File: src/rtl/multicycle_datapath.sv
// Multi-cycle MIPS-subset core: FETCH/DECODE/EXEC/MEM/WB over one ALU, req/ack memories.
// Define MULTICYCLE_DATAPATH_MULT_EN to enable R-type mul (funct 0x18).
module multicycle_datapath #(
  parameter int DATA_WIDTH = 32,
  parameter int REG_COUNT = 32,
  parameter logic [DATA_WIDTH-1:0] RESET_PC = '0
) (
  input  logic                  Clock,
  input  logic                  Reset,
  output logic                  IMemReq,
  output logic [DATA_WIDTH-1:0] IMemAddr,
  input  logic [31:0]           IMemRdata,
  input  logic                  IMemAck,
  output logic                  DMemReq,
  output logic                  DMemWe,
  output logic [DATA_WIDTH-1:0] DMemAddr,
  output logic [DATA_WIDTH-1:0] DMemWdata,
  input  logic [DATA_WIDTH-1:0] DMemRdata,
  input  logic                  DMemAck,
  output logic [DATA_WIDTH-1:0] WriteBackData,
  output logic                  WriteBackValid,
  output logic                  Trap
);

  localparam int RW = $clog2(REG_COUNT);
  localparam int SW = $clog2(DATA_WIDTH);

  typedef logic [DATA_WIDTH-1:0] word_t;

  typedef enum logic [2:0] {
    S_FETCH, S_DECODE, S_EXEC, S_MEM, S_WB, S_TRAP
  } state_e;

  typedef enum logic [3:0] {
    OP_ADD, OP_SUB, OP_AND, OP_OR, OP_SLT, OP_SLL, OP_SRL, OP_MUL,
    OP_ADDI, OP_LW, OP_SW, OP_BEQ, OP_BNE, OP_J, OP_BAD
  } op_e;

  state_e state, nstate;
  logic   run;
  word_t  pc, a, b, alu_q, mdr, target, wbdata;
  logic [31:0] ir;
  logic   wbvalid;
  logic [REG_COUNT-1:0][DATA_WIDTH-1:0] rf;

  logic [5:0] opc, fn;
  logic [4:0] rs, rt, rd;
  logic [SW-1:0] shamt;
  op_e    op;
  logic   bad_idx, illegal, take, ireq, dreq, wr;
  word_t  simm, alu, jaddr, wbval;
  logic [31:0] jfull;
  logic [RW-1:0] dst;

  assign opc   = ir[31:26];
  assign rs    = ir[25:21];
  assign rt    = ir[20:16];
  assign rd    = ir[15:11];
  assign fn    = ir[5:0];
  assign shamt = ir[6 +: SW];
  assign simm  = DATA_WIDTH'($signed(ir[15:0]));

  always_comb begin
    op = OP_BAD;
    case (opc)
      6'h00: begin
        case (fn)
          6'h20:   op = OP_ADD;
          6'h22:   op = OP_SUB;
          6'h24:   op = OP_AND;
          6'h25:   op = OP_OR;
          6'h2A:   op = OP_SLT;
          6'h00:   op = OP_SLL;
          6'h02:   op = OP_SRL;
`ifdef MULTICYCLE_DATAPATH_MULT_EN
          6'h18:   op = OP_MUL;
`endif
          default: op = OP_BAD;
        endcase
      end
      6'h08:   op = OP_ADDI;
      6'h23:   op = OP_LW;
      6'h2B:   op = OP_SW;
      6'h04:   op = OP_BEQ;
      6'h05:   op = OP_BNE;
      6'h02:   op = OP_J;
      default: op = OP_BAD;
    endcase
  end

  // j carries no register fields, so only the others are range-checked
  assign bad_idx = ({27'd0, rs} >= 32'(REG_COUNT))
                || ({27'd0, rt} >= 32'(REG_COUNT))
                || (opc == 6'h00 && {27'd0, rd} >= 32'(REG_COUNT));
  assign illegal = (op == OP_BAD) || (op != OP_J && bad_idx);

  always_comb begin
    alu = a + simm;
    unique case (1'b1)
      op == OP_ADD: alu = a + b;
      op == OP_SUB: alu = a - b;
      op == OP_AND: alu = a & b;
      op == OP_OR:  alu = a | b;
      op == OP_SLT: alu = word_t'($signed(a) < $signed(b));
      op == OP_SLL: alu = b << shamt;
      op == OP_SRL: alu = b >> shamt;
`ifdef MULTICYCLE_DATAPATH_MULT_EN
      op == OP_MUL: alu = a * b;
`endif
      default:      alu = a + simm;
    endcase
  end

  assign jfull = (32'(pc) & 32'hF000_0000) | {4'b0, ir[25:0], 2'b00};
  assign jaddr = jfull[DATA_WIDTH-1:0];
  assign take  = (op == OP_BEQ && a == b) || (op == OP_BNE && a != b);
  assign wbval = (op == OP_LW) ? mdr : alu_q;
  assign dst   = (opc == 6'h00) ? rd[RW-1:0] : rt[RW-1:0];

  // run holds requests off for the first cycle after reset release
  assign ireq = run && state == S_FETCH;
  assign dreq = state == S_MEM;
  assign wr   = dreq && op == OP_SW;

  assign IMemReq        = ireq;
  assign IMemAddr       = ireq ? pc : '0;
  assign DMemReq        = dreq;
  assign DMemWe         = wr;
  assign DMemAddr       = dreq ? alu_q : '0;
  assign DMemWdata      = wr ? b : '0;
  assign WriteBackData  = wbdata;
  assign WriteBackValid = wbvalid;
  assign Trap           = state == S_TRAP;

  always_comb begin
    nstate = state;
    unique case (state)
      S_FETCH:  if (ireq && IMemAck) nstate = S_DECODE;
      S_DECODE: nstate = illegal ? S_TRAP : S_EXEC;
      S_EXEC: begin
        if (op inside {OP_BEQ, OP_BNE, OP_J}) nstate = S_FETCH;
        else if (op inside {OP_LW, OP_SW})    nstate = S_MEM;
        else                                  nstate = S_WB;
      end
      S_MEM:    if (DMemAck) nstate = (op == OP_LW) ? S_WB : S_FETCH;
      S_WB:     nstate = S_FETCH;
      S_TRAP:   nstate = S_TRAP;
      default:  nstate = S_FETCH;
    endcase
  end

  always_ff @(posedge Clock) begin
    if (Reset) begin
      state   <= S_FETCH;
      run     <= 1'b0;
      pc      <= RESET_PC;
      ir      <= '0;
      a       <= '0;
      b       <= '0;
      alu_q   <= '0;
      mdr     <= '0;
      target  <= '0;
      wbdata  <= '0;
      wbvalid <= 1'b0;
      rf      <= '0;
    end else begin
      state   <= nstate;
      run     <= 1'b1;
      wbvalid <= 1'b0;
      unique case (state)
        S_FETCH: begin
          if (ireq && IMemAck) begin
            ir <= IMemRdata;
            pc <= pc + word_t'(4);
          end
        end
        S_DECODE: begin
          a      <= rf[rs[RW-1:0]];
          b      <= rf[rt[RW-1:0]];
          target <= pc + (simm << 2);
        end
        S_EXEC: begin
          alu_q <= alu;
          if (take)            pc <= target;
          else if (op == OP_J) pc <= jaddr;
        end
        S_MEM: if (DMemAck && op == OP_LW) mdr <= DMemRdata;
        S_WB: begin
          if (dst != '0) begin
            rf[dst] <= wbval;
            wbdata  <= wbval;
            wbvalid <= 1'b1;
          end
        end
        default: ;
      endcase
    end
  end

endmodule

File: config.mk
export PLATFORM = sky130hd
export DESIGN_NAME = multicycle_datapath
export DESIGN_NICKNAME = d
export VERILOG_FILES = /design/src/rtl/multicycle_datapath.sv
export SDC_FILE = /design/constraint.sdc
export NUM_CORES = 2
export LEC_CHECK = 0
export CELL_PAD_IN_SITES_DETAIL_PLACEMENT = 0
export CELL_PAD_IN_SITES_GLOBAL_PLACEMENT = 1
export CORE_UTILIZATION = 53
export CTS_CLUSTER_DIAMETER = 40
export DETAILED_ROUTE_END_ITERATION = 8
export GPL_ROUTABILITY_DRIVEN = 1
export PLACE_DENSITY = 0.82
export SYNTH_ARGS = -nofsm -noshare
export SYNTH_HDL_FRONTEND = slang
export SYNTH_SLANG_ARGS = --single-unit
export TNS_END_PERCENT = 5
File: constraint.sdc
create_clock -name Clock -period 12.6 [get_ports Clock]
set_input_delay 3.78 -clock Clock [delete_from_list [all_inputs] [get_ports Clock]]
set_output_delay 3.78 -clock Clock [all_outputs]
set_load 0.03 [all_outputs]
Word-level counts from Yosys, hierarchy flattened
Cells that the tools add are included.
{"block": "totals", "output_inout_bits": 133, "word_cells": 143, "inputBits": 68, "ff_bits": 1285}
{"block": "op_classes", "shifts": 2, "magnitude_cmp": 5, "n_mux": 28, "n_reduce_logical": 22, "n_bitwise": 4, "eq_ne": 34, "n_addsub": 5}
{"op": "1024-bit bitwise mux", "n": 1}
{"op": "32-bit binary-select mux with 5-bit select", "n": 2}
{"op": "32-bit two-way mux", "n": 10}
{"op": "32-bit one-hot mux with 7 select lines", "n": 1}
{"op": "32-bit demux with 5-bit select", "n": 1}
{"op": "32-bit adder", "n": 3}
{"op": "32-bit one-hot mux with 2 select lines", "n": 1}
{"op": "4-bit one-hot mux with 7 select lines", "n": 2}
{"op": "6-bit equality test, second input constant", "n": 7}
{"op": "32-bit by 3-bit adder with 32-bit output, second input constant", "n": 1}
{"op": "32-bit AND", "n": 1}
{"op": "32-bit equality test", "n": 1}
{"op": "32-bit less-than comparator", "n": 1}
{"op": "32-bit inequality test", "n": 1}
{"op": "32-bit by 28-bit OR with 32-bit output", "n": 1}
{"op": "32-bit OR", "n": 1}
{"op": "32-bit by 5-bit left shift with 32-bit output", "n": 1}
{"op": "32-bit by 5-bit right shift with 32-bit output", "n": 1}
{"op": "32-bit subtractor", "n": 1}
{"op": "4-bit equality test, second input constant", "n": 6}
{"op": "5-bit by 6-bit less-than comparator with 1-bit output, second input constant", "n": 3}
{"op": "3-bit two-way mux", "n": 6}
{"op": "3-bit one-hot mux with 5 select lines", "n": 1}
{"op": "4-bit by 3-bit equality test with 1-bit output, second input constant", "n": 3}
{"op": "26 further kinds", "n": 43}

Longest topological paths before layout
{"block": "logic_depth", "depth_word": 8, "mapped_depth": 22, "mapped_depth_nobuf": 19}

Worst setup path after synthesis
No wires, ideal clock.
{"block": "synth_timing", "path_type": "register to output", "start": "register state[2]", "end": "output port DMemWdata[22]", "arrival_time_ns": 2.195, "stages_incl_launch_ff": 8, "setup_slack_ns": 6.625, "n_path_buf": 2, "path_cell_list": "dfxtp_1 clkbuf_1 nor2b_1 nand2_1 inv_1 and3_1 clkbuf_1 and2_1"}
{"block": "synth_via", "elab_chain_len": 3}
{"item": "start, declared", "line": "39", "source": "state_e state, nstate;"}
{"item": "start signal, assigned", "line": "167", "source": "state <= nstate;"}
{"item": "3-bit by 2-bit equality test with 1-bit output", "line": "122", "source": "assign dreq = state == S_MEM;"}
{"item": "net DMemReq", "line": "14", "source": "output logic DMemReq,"}
{"item": "1-bit logical AND", "line": "123", "source": "assign wr = dreq && op == OP_SW;"}
{"item": "net DMemWe", "line": "15", "source": "output logic DMemWe,"}
{"item": "32-bit two-way mux", "line": "130", "source": "assign DMemWdata = wr ? b : '0;"}
{"item": "end, declared", "line": "17", "source": "output logic [DATA_WIDTH-1:0] DMemWdata,"}
The timed path passes the listed nets, and every way through them passes these cells.

Final worst setup path
{"block": "layout_timing", "start": "register state[1]", "end": "output port DMemWdata[9]"}
{"block": "layout_via", "elab_chain_len": 3}
{"item": "3-bit by 2-bit equality test with 1-bit output", "line": "122"}
{"item": "1-bit logical AND", "line": "123"}
{"item": "32-bit two-way mux", "line": "130"}
No other way between the ends.

==> metrics.txt <==
status finished, final reports clean; initial antenna violation count 7; drt drc 0; initial DRC count 6725; number of nets in the layout 7330; reg2reg path depth 16; Tmin final 7.959 ns; grt ovf 0; clk sinks 1285; fin crit share 63.17%; synth warn 0; clk_skew 0.03953 ns; Initial Utilization 53.65%; core area 132000 µm²; Placed Area 73880 µm²; Worst Path Buf+Inv 3; Worst Max-Slew Pin Slew 1.355 ns; hold depth 2; critical path startpoint category flip-flop; worst hold endpoint target[25]$_SDFFE_PP0P_; number of vias per cell 6.661; number of hold violations in the final report 0; critical-path maximum fanout 34; internal power 8.448 mW; CP max stage cell and3_1; H-tree Lvls 4; crit-path max cell delay 1.03 ns; Seq/Total Area, Yosys 36.33%; routed length on met3 23430 µm; layout cells sized above 1 17.63%; worst hold path type reg2reg; cells after synthesis 7333; row cnt 133; wire per inst 27.85 µm; Clock Power Share 42.9%; reg-to-reg endpoint alu_q[22]$_SDFFE_PP0P_; GRT Overall Usage 36.74%; Yosys reg bits 1285; Post-synth EDFFs 0; syn_nets 7562; Die Area 135100 µm²; fin area 80530 µm²; most common cell after layout, fill and taps aside nor2_1; maximum clock frequency 125.6 MHz; Post-Layout Cell Count 9022; hpwl dp 152500 µm; Unique masters post-synth 83; Clock Latency Late Sink 0.85 ns; Req. time, crit path 8.82 ns; pwr/cell area 158.4 nW/µm²; Largest delay share family, worst path simple AND/OR/NAND/NOR gates; sw frac 33.75%; met2 wire len 113700 µm; Post-Route Setup TNS 0 ns; post-cts repair resize count 0; cts hold-fix bufs 0; largest net degree at the start of global routing 217; Comb power frac 22.5%; gpl congestion 0.9796; Reg clk slew, reported paths 0.05 ns; drt first pass iters 6; final WL 251300 µm; die width 367.5 µm; Antenna Violating Nets Remaining 0; final setup fails 0; Synth Cell Area 70800 µm²; max-cap viol count 0; maximum VDD drop 0.1554 mV; IO Count 201; CTS tree yes; Post-Place Cells 8669; DR vias 60090; number of global-route vias before repair 57610; leakage 25.63 nW; most frequent cells in the layout nor2_1 (1324), dfxtp_1 (1270), a211oi_1 (1111); crit path DAT 4.18 ns; reg2reg start ir[29]$_SDFFE_PP0P_; Post CTS Setup Buffer Count 0; Area growth syn-to-layout 13.74%; worst-path cell chain nor2b_2 > buf_4 > nand2_1 > inv_1 > and3_1 > and2_1 > clkdlybuf4s50_1; CTS buffer count 185; endpoint class of the critical path output pin; Slew headroom 7.761%; ys async rst share 0%; Die H 367.5 µm; Psw 4.304 mW; Clock Tree Root clkbuf_16; Final Slew Violations 0; Clock Tree Buf Depth 3; max layer used met5; IO Port Bufs 200; syn avg cell area 9.655 µm²; sequential group share of total power 34.6%; HP Start target[25]$_SDFFE_PP0P_; Met1 Wirelength 100400 µm; RSZ-0062 raised after global routing no; Reg2Reg Setup Slack 6.30 ns; Synth Flop Type dfxtp_1; first-pass GRT wire length 374600 µm; Worst Setup Path Type reg2out
-- worst reg2reg max path: cells and delay by family (launching register included) --
| family | cells | cell delay, ns |
|---|---|---|
| AO/OA/AOI/OAI | 7 | 2.90 |
| XOR/XNOR | 1 | 0.16 |
| adder cells (fa/ha/maj) | 1 | 0.42 |
| buffers and inverters | 1 | 0.26 |
| flip-flops | 1 | 0.42 |
| AND/OR/NAND/NOR | 6 | 1.99 |
-- cells in the mapped netlist, types with 12 or more instances --
cell type  number  share of area, %
o211ai_1       18              0.19
nor3_1         65              0.46
and2_1         79              0.70
nand2b_1       20              0.18
a22oi_1        13              0.14
dfxtp_1      1285                36
buf_2          98              0.69
a311oi_1       40              0.49
o21ai_0       177               1.3
o21a_1         15              0.16
mux4_2        659                21
nor3b_1        14              0.15
ha_1          158               2.8
nor2_2         12              0.11
mux2i_1       148               2.1
o21bai_1       16              0.17
nand2_1       459               2.4
o22ai_1        25              0.22
a31oi_1        27              0.24
and3_1         48              0.42
nor2_1       1338               7.1
buf_1          76              0.40
inv_1         125              0.66
xor2_1         19              0.24
nor4_1         17              0.15
a211oi_1     1111                12
a21o_1         32              0.34
or3_1          19              0.17
clkbuf_1      592               3.1
xnor2_1        46              0.57
mux2_2         17              0.27
a21oi_1       292               2.1
nor2b_1        55              0.49
nand3_1        45              0.32
-- layout make-up --
class / instances / area [µm²]
clock buffers: 225 / 5044
multi-input cells: 5153 / 42220
inverters: 126 / 473.0
fillers: 10940 / 51430
diodes: 8 / 20.02
well taps: 1755 / 2196
clock inverters: 120 / 1592
flip-flops and latches: 1285 / 25770
repair buffers: 350 / 3221
-- cells by family (layout without fill, tap and decap cells) --
group | count (synthesis) | after routing | share of synthesized area [%]
buffers and inverters | 895 | 821 | 4.934
flip-flops | 1285 | 1285 | 36.33
AO/OA/AOI/OAI | 1876 | 1876 | 18.42
adder cells (fa/ha/maj) | 161 | 161 | 2.877
AND/OR/NAND/NOR | 2227 | 2227 | 13.31
other | 0 | 8 | 0
XOR/XNOR | 65 | 65 | 0.8041
multiplexers | 824 | 824 | 23.32
-- registers in the layout, summed over array words and instances, names as in the netlist --
register	count
WriteBackData	32
WriteBackValid	1
a	32
alu_q	32
b	32
ir	32
mdr	32
pc	32
rf	1024
run	1
state	3
target	32
-- power groups by stage --
stage / clock (mW) / sequential [mW] / combinational [mW]
final: 5.47 / 4.42 / 2.86
after global routing: 5.71 / 4.42 / 3.03
after CTS: 5.52 / 4.40 / 2.79
after detailed placement: 0 / 4.49 / 2.78
after global placement: 0 / 4.49 / 2.78
after floorplan: 0 / 4.34 / 1.90
-- worst max path at each step --
stage	start	endpoint	slack (ns)	depth (start not counted)
5_1_grt	state[1]$_SDFFE_PP0P_	DMemWdata[17]	4.48	7
2_1_floorplan	state[2]$_SDFFE_PP0P_	DMemWdata[22]	6.62	7
6_report	state[1]$_SDFFE_PP0P_	DMemWdata[9]	4.64	7
3_5_place_dp	state[1]$_SDFFE_PP0P_	DMemWdata[9]	5.55	7
4_1_cts	state[1]$_SDFFE_PP0P_	DMemWdata[19]	4.67	7
3_3_place_gp	state[1]$_SDFFE_PP0P_	DMemWdata[1]	5.68	7
-- through the flow --
step	power, mW	hold slack, ns	worst slack (ns)	util (%)
6_report	12.75	0.4492	4.641	61.03
2_1_floorplan	6.239	0.4248	6.625	-
4_1_cts	12.71	0.4512	4.668	61.01
3_5_place_dp	7.267	0.4442	5.553	55.98
3_3_place_gp	7.270	0.4386	5.682	55.98
5_1_grt	13.15	0.4669	4.482	61.01
-- per-layer routing --
metal | vias up | track usage [%]
met5 | - | 0
met4 | 6 | 19.68
met3 | 723 | 7.578
met2 | 3071 | 56.81
met1 | 29360 | 48.39
li1 | 26940 | -
No activity file was read; power rests on OpenSTA's default activity.
